<file path="src/rtl/atm_bank_arbiter.sv">
// Round-robin arbiter serialising balance query/deposit/withdraw from N_TERM terminals onto a shared account store.
// Optional build macro ATM_ARB_AUDIT_EN adds a saturating 16-bit count of successful transactions (txn_cnt).
module atm_bank_arbiter #(
  parameter int N_TERM   = 4,
  parameter int N_ACCT   = 8,
  parameter int ACCT_W   = 3,
  parameter int BAL_W    = 8,
  parameter int INIT_BAL = 100
) (
  input  logic                     clk,
  input  logic                     rst_n,
  input  logic [N_TERM-1:0]        req,
  input  logic [2*N_TERM-1:0]      op,
  input  logic [ACCT_W*N_TERM-1:0] acct,
  input  logic [BAL_W*N_TERM-1:0]  amount,
  output logic [N_TERM-1:0]        gnt,
  output logic                     done,
  output logic [BAL_W-1:0]         resp_bal,
  output logic                     resp_err
`ifdef ATM_ARB_AUDIT_EN
  ,
  output logic [15:0]              txn_cnt
`endif
);

  localparam int PTR_W = (N_TERM > 1) ? $clog2(N_TERM) : 1;

  typedef enum logic [1:0] {IDLE, LOOKUP, EXEC, DONE} state_t;

  state_t             state_q;
  logic [PTR_W-1:0]   rr_ptr_q;
  logic [PTR_W-1:0]   win_q;
  logic [BAL_W-1:0]   mem_q [N_ACCT];

  logic [1:0]         op_q;
  logic [ACCT_W-1:0]  acct_q;
  logic [BAL_W-1:0]   amt_q;
  logic [BAL_W-1:0]   bal_q;
  logic [BAL_W-1:0]   new_q;
  logic               err_q;

  logic               any_req;
  logic [PTR_W-1:0]   win_d;
  logic [PTR_W-1:0]   cand;
  logic [1:0]         sel_op;
  logic [ACCT_W-1:0]  sel_acct;
  logic [BAL_W-1:0]   sel_amt;
  logic [BAL_W-1:0]   rd_bal;
  logic               acct_ok;

  // Returns {err, new_balance}; any rejected operation leaves the old balance in place.
  function automatic logic [BAL_W:0] exec_op(input logic [1:0] op_f, input logic ok,
                                             input logic [BAL_W-1:0] old,
                                             input logic [BAL_W-1:0] amt);
    logic [BAL_W:0] sum;
    sum     = {1'b0, old} + {1'b0, amt};
    exec_op = {1'b1, old};
    if (ok) begin
      case (op_f)
        2'b00:   exec_op = {1'b0, old};
        2'b01:   if (!sum[BAL_W]) exec_op = {1'b0, sum[BAL_W-1:0]};
        2'b10:   if (amt <= old) exec_op = {1'b0, old - amt};
        default: exec_op = {1'b1, old};
      endcase
    end
  endfunction

`ifdef ATM_ARB_AUDIT_EN
  function automatic logic [15:0] sat_inc16(input logic [15:0] v);
    sat_inc16 = (v == 16'hFFFF) ? v : v + 16'd1;
  endfunction
`endif

  // Scan downward so the candidate closest to rr_ptr_q is the last (winning) assignment.
  always_comb begin
    any_req = 1'b0;
    win_d   = rr_ptr_q;
    cand    = '0;
    for (int k = N_TERM - 1; k >= 0; k--) begin
      cand = PTR_W'((int'(rr_ptr_q) + k) % N_TERM);
      if (req[cand]) begin
        any_req = 1'b1;
        win_d   = cand;
      end
    end
  end

  always_comb begin
    sel_op   = '0;
    sel_acct = '0;
    sel_amt  = '0;
    for (int t = 0; t < N_TERM; t++) begin
      if (win_d == PTR_W'(t)) begin
        sel_op   = op[2*t +: 2];
        sel_acct = acct[ACCT_W*t +: ACCT_W];
        sel_amt  = amount[BAL_W*t +: BAL_W];
      end
    end
  end

  // Out-of-range accounts read as zero and are flagged for rejection.
  always_comb begin
    rd_bal  = '0;
    acct_ok = 1'b0;
    for (int a = 0; a < N_ACCT; a++) begin
      if (acct_q == ACCT_W'(a)) begin
        rd_bal  = mem_q[a];
        acct_ok = 1'b1;
      end
    end
  end

  always_ff @(posedge clk) begin
    case (state_q)
      IDLE: begin
        if (any_req) begin
          op_q   <= sel_op;
          acct_q <= sel_acct;
          amt_q  <= sel_amt;
        end
      end
      LOOKUP:  bal_q <= rd_bal;
      EXEC:    {err_q, new_q} <= exec_op(op_q, acct_ok, bal_q, amt_q);
      default: ;
    endcase
  end

  always_ff @(posedge clk or negedge rst_n) begin
    if (!rst_n) begin
      state_q  <= IDLE;
      rr_ptr_q <= '0;
      win_q    <= '0;
      gnt      <= '0;
      done     <= 1'b0;
      resp_bal <= '0;
      resp_err <= 1'b0;
      for (int a = 0; a < N_ACCT; a++) mem_q[a] <= BAL_W'(INIT_BAL);
`ifdef ATM_ARB_AUDIT_EN
      txn_cnt  <= '0;
`endif
    end else begin
      done <= 1'b0;
      case (state_q)
        IDLE: begin
          if (any_req) begin
            win_q   <= win_d;
            state_q <= LOOKUP;
          end
        end
        LOOKUP: begin
          gnt     <= N_TERM'(1) << win_q;
          state_q <= EXEC;
        end
        EXEC: state_q <= DONE;
        DONE: begin
          if (!err_q) begin
            for (int a = 0; a < N_ACCT; a++)
              if (acct_q == ACCT_W'(a)) mem_q[a] <= new_q;
          end
          done     <= 1'b1;
          resp_bal <= new_q;
          resp_err <= err_q;
          rr_ptr_q <= (win_q == PTR_W'(N_TERM - 1)) ? '0 : win_q + 1'b1;
          gnt      <= '0;
`ifdef ATM_ARB_AUDIT_EN
          if (!err_q) txn_cnt <= sat_inc16(txn_cnt);
`endif
          state_q  <= IDLE;
        end
        default: state_q <= IDLE;
      endcase
    end
  end

endmodule

</file>
<file path="config.mk">
export PLATFORM = sky130hd
export DESIGN_NAME = atm_bank_arbiter
export DESIGN_NICKNAME = d
export VERILOG_FILES = /design/src/rtl/atm_bank_arbiter.sv
export SDC_FILE = /design/constraint.sdc
export NUM_CORES = 1
export LEC_CHECK = 0
export CORE_MARGIN = 5
export CORE_UTILIZATION = 57
export CTS_CLUSTER_SIZE = 30
export DETAILED_ROUTE_END_ITERATION = 6
export PLACE_DENSITY = 0.88
export SLEW_MARGIN = 20
export SYNTH_ARGS = -nofsm -noshare
export SYNTH_HDL_FRONTEND = slang
export SYNTH_SLANG_ARGS = --single-unit
</file>
<file path="constraint.sdc">
create_clock -name clk -period 2.66 [get_ports clk]
set_input_delay 0.399 -clock clk [delete_from_list [all_inputs] [get_ports clk]]
set_output_delay 0.399 -clock clk [all_outputs]
set_load 0.02 [all_outputs]
</file>
==> impl_results.md, run 1 <==
- Filler Cell Count: approximately 740
- Via count of the first global-routing pass: a little under 5000
- Worst skew pair latency: 0.52 ns
- Max-Cap Viols: 0
- Overall routed net length: approximately 15000 um
- Combined global-route utilization of all metal layers: between 20% and 30%
- Met3 track demand over resource in global routing: around 6.4%
- Layout overhead on the synthesized area: 22.69%
- Worst max-slew margin expressed relative to the limit: between 50% and 60%
- Sequential cell area fraction in the yosys report: about 49%
- Largest buffer count on any clock path: 2
- Critical path startpoint category: register
- Most used standard cell by instance count after synthesis: mux2_2
- Largest net degree at the start of global routing: 43
- Cell area after placement: around 7000 um2
- Netlist area before placement: ~6200 um2
- Core Box Area: around 11000 um2
- Number of buffers created by CTS: 17
- Minimum hold slack: roughly 0.42 ns
- Placer Congestion: 0.9794
- Floorplan row count: 38
- Share of cells above drive strength 1: roughly a quarter
- Number of hold-slack violations in the final timing report: 0
- Clock tree root buffer cell: clkbuf_8
- IO Count: 72
- Mapped Cells: around 530
- Antenna-violating nets left: 0
- Startpoint-to-endpoint class of the critical path: reg2reg
- Clock tree from TritonCTS: built
- Post-Syn Nets: between 600 and 700
- Post-synthesis average cell area: around 12 um2
- Most area-hungry cell type in the Yosys netlist: dfrtp_1
- Critical Path AT: roughly 2.7 ns
- Top cells by area in the synthesized netlist: dfrtp_1 24%, edfxtp_1 15%, mux2_2 13%
- Clock Skew: approximately 0.0084 ns
- Result of the run: complete, no violations
- Pin slew with the least headroom to its limit: between 0.6 and 0.7 ns
- Count of cell types in the netlist: between 50 and 60
- Slowest stage delay, CP: between 0.4 and 0.5 ns
- Worst path slowest cell: edfxtp_1
- Setup violations, final: 0
- Crit path required time: 2.89 ns
- Cell-by-cell trace of the critical path: ha_1 > fa_1 > nor2b_1 > o21ai_2 > a31oi_2 > or2_2 > nand2_1 > o211ai_1
- DRC violations left: 0
- Crit path time final: 2.497 ns
- Met1 routing resource usage after global routing: 31.54%
- Chip height: 114.4 um
- EDFF count, synth: 30
- Chip width: 114.4 um
- Met2 Use GR: 42.82%
- Pwr per Cell Area: ~1300 nW/um2
- Wirelength per Cell: 20.35 um
- Yosys warnings: 0
- Detailed router's first-iteration violation count: ~340
- Total negative slack for setup checks: 0 ns
- Wire length of the first global-routing pass: ~26000 um
- Diodes inserted: 0
- Fraction of registers with async set/reset: 73.68%
- Area of the die: roughly 13000 um2
- Post-CTS clock slew at the launch and capture registers of the worst setup and hold paths: roughly 0.060 ns
- Number of nets in the layout: between 600 and 700
- Kind of cell adding the most delay to the critical path: simple AND/OR/NAND/NOR gates
- Largest fanout on the critical path: 6
- Iteration count of the initial detailed-routing pass: 6
- Leakage Power: 3.215 nW
- Area share of the largest cell type after synthesis: between 20% and 30%
- F_max: roughly 400 MHz
- TritonCTS sink count: 114
- Util after Layout: between 70 and 80%
- Maximum ir drop on the vdd rail: approximately 910 uV
- RSZ-0062 raised after global routing: no
- Leading cell types by count after synthesis: 74 x mux2_2, 60 x dfrtp_1, 32 x mux2i_1, 30 x edfxtp_1, 29 x nand2_1
- Crit. End Element: register
- Leading register cell type out of synthesis: dfrtp_1
- Classification of the worst-slack hold path: in2async
- Routed via count: 4556
- Total of flip-flops plus latches after synthesis: approximately 110
- Top Usage Layer GRT: met2
- Placed wire-length estimate after detailed placement: 10770 um
- Finished layout cell area: 7619 um2
- H-tree Lvls: 4
- Drt via density: between 6 and 7
- Share of the cycle needed by the critical path after routing: 93.88%
- Aggregate global routing overflow: 0
- Worst path bufs/invs: 0
- Final-report max-slew violation count: 0
- Initial standard-cell utilization of the core: about 58%
- Antenna violations before repair: 0
- Port Buffer Count: between 70 and 80
## per-layer routing
metal	share of wire [%]	wire, um
met1	41	6260
met4	2.9	448
met5	0	0
met3	5.6	861
met2	51	7854
## state kept, by name (all words and copies together) (netlist names)
register  cells
acct_q        3
done          1
op_q          2
resp_err      1
new_q         8
gnt           4
mem_q        64
amt_q         8
err_q         1
rr_ptr_q      2
resp_bal      8
bal_q         8
win_q         2
state_q       2
## worst paths after layout
check	from	end	slack, ns	cells past startpoint
max	amt_q[0]	new_q[7]	0.16	8
min	rst_n	mem_q[52]	0.42	2
max reg2reg	amt_q[0]	new_q[7]	0.16	8
min reg2reg	mem_q[57]	mem_q[57]	0.50	1
max in group asynchronous	rst_n	mem_q[22]	1.57	3
min in group clk	mem_q[57]	mem_q[57]	0.50	1
## area by class of cell
type,instances,area [um2],share of cell area (%)
flip-flops and latches,114,3033,39.81
inverters,23,86.33,1.133
clock inverters,14,102.6,1.347
repair buffers,83,825.8,10.84
clock buffers,18,427.9,5.617
well taps,140,175.2,2.299
multi-input cells,366,2968,38.96
## power breakdown
group	internal (mW)	leakage [nW]	switching [mW]	total, mW
registers	2.91	1.30	0.760	3.67
clock network	1.18	0.259	0.847	2.02
logic	2.07	1.66	2.35	4.42
total	6.16	3.21	3.96	10.1
## timing repair
| action | CTS | global route |
|---|---|---|
| hold buffers | 1 | 0 |
| hold endpoints to repair | 21 | 0 |
| gates resized for setup | 0 | 3 |
| setup buffers | 0 | 0 |
| endpoints found under the setup margin | 0 | 2 |
## per-stage QoR
stage	setup WS, ns	total power, mW	instances
final	0.1628	10.11	758
after floorplan	0.3237	6.574	528
after global routing	0.02575	10.72	758
after detailed placement	0.1608	7.940	725
after CTS	0.1297	10.07	758
after global placement	0.2624	7.733	725
## cells in the final DEF, fill, tap and decap left out, drive strengths merged, types with 8 or more instances in the layout
cell           instances
mux2                  74
clkdlybuf4s50         70
dfrtp                 60
mux2i                 32
o21ai                 32
edfxtp                30
nand2                 29
inv                   29
a21oi                 28
nor2b                 27
ha                    25
dfstp                 24
nor2                  23
clkbuf                18
a211oi                15
buf                   12
nor3                  11
o211ai                 8
## kinds of logic (layout without fill, tap and decap cells)
logic type	after synthesis	count (layout)	share of synthesized area (%)
buffers and inverters	48	138	3.506
AO/OA/AOI/OAI	110	110	12.03
flip-flops	114	114	48.84
multiplexers	109	109	19.67
adder cells (fa/ha/maj)	27	27	5.682
AND/OR/NAND/NOR	116	116	9.712
XOR/XNOR	4	4	0.5641
## worst register-to-register path, cell delays in order (launching register included)
cell and delay [ns]:
edfxtp_1 0.41, ha_1 0.25, fa_1 0.41, nor2b_1 0.18, o21ai_2 0.16, a31oi_2 0.16
or2_2 0.39, nand2_1 0.15, o211ai_1 0.12
No activity file was read; power rests on OpenSTA's default activity.
==> inputs of run 2 (changes only) <==
--- a/config.mk
+++ b/config.mk
@@ -10,7 +10,10 @@
 export CTS_CLUSTER_SIZE = 30
 export DETAILED_ROUTE_END_ITERATION = 6
 export PLACE_DENSITY = 0.88
+export REMOVE_ABC_BUFFERS = 1
+export SETUP_SLACK_MARGIN = 0.3
 export SLEW_MARGIN = 20
 export SYNTH_ARGS = -nofsm -noshare
 export SYNTH_HDL_FRONTEND = slang
 export SYNTH_SLANG_ARGS = --single-unit
+export TNS_END_PERCENT = 30
==> run 2 against run 1 <==
Final area up 2.7%; utilization up 1.9 points; largest cell class is now multi-input combinational cells; highest routed layer unchanged; non-clock buffer count up 11; critical endpoint is now new_q[3]; sequential power about the same; maximum frequency up 3.1%.
==> impl_results.md, run 2 (synthesis results as in run 1) <==
- Wire length of the first global-routing pass: 25500 um (was 25510 um)
- Initial standard-cell utilization of the core: 57.79% (unchanged)
- Area of combinational cells with multiple inputs: 3050 um2 (was 2968 um2)
- Slowest stage delay, CP: 0.44 ns (was 0.41 ns)
- Overall routed net length: 16160 um (was 15420 um)
- Met1 routed wirelength after detailed routing: 6472 um (was 6260 um)
- Worst path bufs/invs: 1 (was 0)
- Largest net degree at the start of global routing: 47 (was 43)
- Worst Reg2Reg Path Length in Cells: 9 (was 8)
- Placed wire-length estimate after detailed placement: 10620 um (was 10770 um)
- Routed via count: 4742 (was 4556)
- Filler Cell Count: 697 (was 741)
- Top layer reached by signal wires: met4 (unchanged)
- Setup violations, final: 0 (unchanged)
- Wirelength per Cell: 21.01 um (was 20.35 um)
- Critical path startpoint category: register (unchanged)
- RSZ-0062 raised after global routing: yes (was no)
- Classification of the worst-slack hold path: in2async (unchanged)
- Result of the run: complete, no violations (unchanged)
- Floorplan row count: 38 (unchanged)
- Sequential share of power: 34.1% (was 36.3%)
- Pwr per Cell Area: 1378 nW/um2 (was 1328 nW/um2)
- Largest buffer count on any clock path: 2 (unchanged)
- Cell-by-cell trace of the critical path: inv_2 > ha_4 > fa_2 > nor2b_4 > o2111a_2 > nor3_4 > or2_4 > o221a_1 > o21ai_2 (was ha_1 > fa_1 > nor2b_1 > o21ai_2 > a31oi_2 > or2_2 > nand2_1 > o211ai_1)
- Internal Dissipation: 6.564 mW (was 6.156 mW)
- Routed wl met3: 1022 um (was 861 um)
- Kind of cell adding the most delay to the critical path: compound AO/OA/AOI/OAI gates (was simple AND/OR/NAND/NOR gates)
- Drt via density: 6.166 (was 6.011)
- Final-report max-slew violation count: 0 (unchanged)
- Core Box Area: 10750 um2 (unchanged)
- Part of the power in combinational logic: 45.2% (was 43.7%)
- Worst reg2reg setup slack: 0.24 ns (was 0.16 ns)
- Switching fraction of total power: 39.12% (was 39.13%)
- Leakage Power: 3.288 nW (was 3.215 nW)
- Share of the cycle needed by the critical path after routing: 91.09% (was 93.88%)
- Crit path time final: 2.423 ns (was 2.497 ns)
- Critical Path AT: 2.79 ns (was 2.73 ns)
- Clock tree root buffer cell: clkbuf_8 (unchanged)
- IO Count: 72 (unchanged)
- Combined flip-flop and latch cell area: 3033 um2 (unchanged)
- Number of buffers created by CTS: 17 (unchanged)
- Area of the die: 13080 um2 (unchanged)
- F_max: 412.7 MHz (was 400.5 MHz)
- Largest fanout on the critical path: 7 (was 6)
- Power dissipated by switching net loads: 4.217 mW (was 3.958 mW)
- Crit. End Element: register (unchanged)
- Commonest cells after routing, fill and taps aside: 74 x mux2_2, 70 x clkdlybuf4s50_1, 60 x dfrtp_1 (unchanged)
- Antenna-violating nets left: 0 (unchanged)
- Number of hold-slack violations in the final timing report: 0 (unchanged)
- Pin slew with the least headroom to its limit: 0.7612 ns (was 0.6816 ns)
- Largest Register: mem_q (unchanged)
- Worst r2r dst: new_q[3] (was new_q[7])
- Maximum ir drop on the vdd rail: 737.3 uV (was 910.1 uV)
- Aggregate global routing overflow: 0 (unchanged)
- Post-CTS clock slew at the launch and capture registers of the worst setup and hold paths: 0.06 ns (about the same)
- Detailed-routed wire length on met2: 8142 um (was 7854 um)
- Flip-flop count of the largest register, all copies and words added: 64 (unchanged)
- Worst max-slew margin expressed relative to the limit: 49.26% (was 54.56%)
- H-tree Lvls: 4 (unchanged)
- TritonCTS sink count: 114 (unchanged)
- Most common library cell in the layout ignoring fill and taps: mux2_2 (unchanged)
- Crit path required time: 3.03 ns (was 2.89 ns)
- Clock tree from TritonCTS: built (unchanged)
- Share of cells above drive strength 1: 30.52% (was 26.70%)
- Number of nets in the layout: 701 (was 690)
- Placer Congestion: 0.9392 (was 0.9794)
- Clock Power Share: 20.7% (was 20.0%)
- Combined global-route utilization of all metal layers: 24.87% (was 25.42%)
- Crit Reg-Reg Startpoint: bal_q[0] (was amt_q[0])
- Layout overhead on the synthesized area: 26.03% (was 22.69%)
- Diodes inserted: 0 (unchanged)
- Detailed router's first-iteration violation count: 416 (was 337)
- Port Buffer Count: 71 (unchanged)
- Worst path slowest cell: edfxtp_1 (unchanged)
- Worst skew pair latency: 0.52 ns (about the same)
- Chip width: 114.4 um (unchanged)
- Startpoint-to-endpoint class of the critical path: reg2reg (unchanged)
- Antenna violations before repair: 0 (unchanged)
- Iteration count of the initial detailed-routing pass: 5 (was 6)
- Via count of the first global-routing pass: 4990 (was 4935)
- DRC violations left: 0 (unchanged)
- Max-Cap Viols: 0 (unchanged)
- Clock Skew: 0.01076 ns (was 0.008408 ns)
- Chip height: 114.4 um (unchanged)
- Overall power of the completed layout: 10.78 mW (was 10.11 mW)
- Total negative slack for setup checks: 0 ns (unchanged)
==> run 2: cell count changes in the layout (fill, tap and decap cells not counted), moves of 3 or more <==
cell / change
buf_4: +12
clkinv_2: -3
ha_1: -6
ha_2: +5
==> run 2: power by group through the flow <==
stage	combinational, mW	sequential [mW]	clock [mW]
CTS	4.50	3.65	2.25
global route	5.22	3.76	2.32
finish	4.87	3.68	2.23
detailed placement	4.30	3.64	0
floorplan	2.90	3.54	0
global placement	4.12	3.57	0
==> run 2: worst max path at each step <==
stage	slack [ns]	cells after the start	end	start
after floorplan	0.39	8	new_q[1]	amt_q[0]
after global placement	0.27	8	new_q[1]	bal_q[0]
after detailed placement	0.16	8	new_q[1]	bal_q[0]
after CTS	0.30	8	new_q[2]	amt_q[0]
after global routing	0.15	9	new_q[2]	bal_q[0]
final	0.24	9	new_q[3]	bal_q[0]
==> run 2: what timing repair did <==
action,4_1_cts,5_1_grt
hold endpoints to repair,27,0
hold buffers,1,0
setup endpoints to repair,9,8
pin swaps,3,11
buffers inserted,5,5
gates resized for setup,8,18
==> run 2: layer usage <==
metal | vias to the layer above | track usage [%]
li1 | 2111 | -
met3 | 56 | 5.920
met4 | 0 | 8.947
met1 | 2347 | 31.00
met2 | 228 | 42.31
met5 | - | 0
==> run 2: final cells by class <==
| cell class | count | area share, % |
|---|---|---|
| Clock inverter | 12 | 1.503 |
| Timing Repair Buffer | 94 | 11.45 |
| Inverter | 23 | 1.103 |
| Clock buffer | 20 | 5.979 |
| Sequential cell | 114 | 38.75 |
| Tap cell | 140 | 2.238 |
| Multi-Input combinational cell | 366 | 38.98 |
==> run 2: metrics by stage <==
step | instance area, um2 | cells | util [%] | setup WS (ns) | hold slack (ns)
final | 7826 | 769 | 72.83 | 0.2369 | 0.4253
after global placement | 7064 | 726 | 65.74 | 0.2661 | 0.4136
after CTS | 7717 | 764 | 71.82 | 0.3007 | 0.4335
after global routing | 7826 | 769 | 72.83 | 0.1539 | 0.4640
after detailed placement | 7064 | 726 | 65.74 | 0.1563 | 0.4272
after floorplan | 6078 | 503 | - | 0.3883 | 0.1034
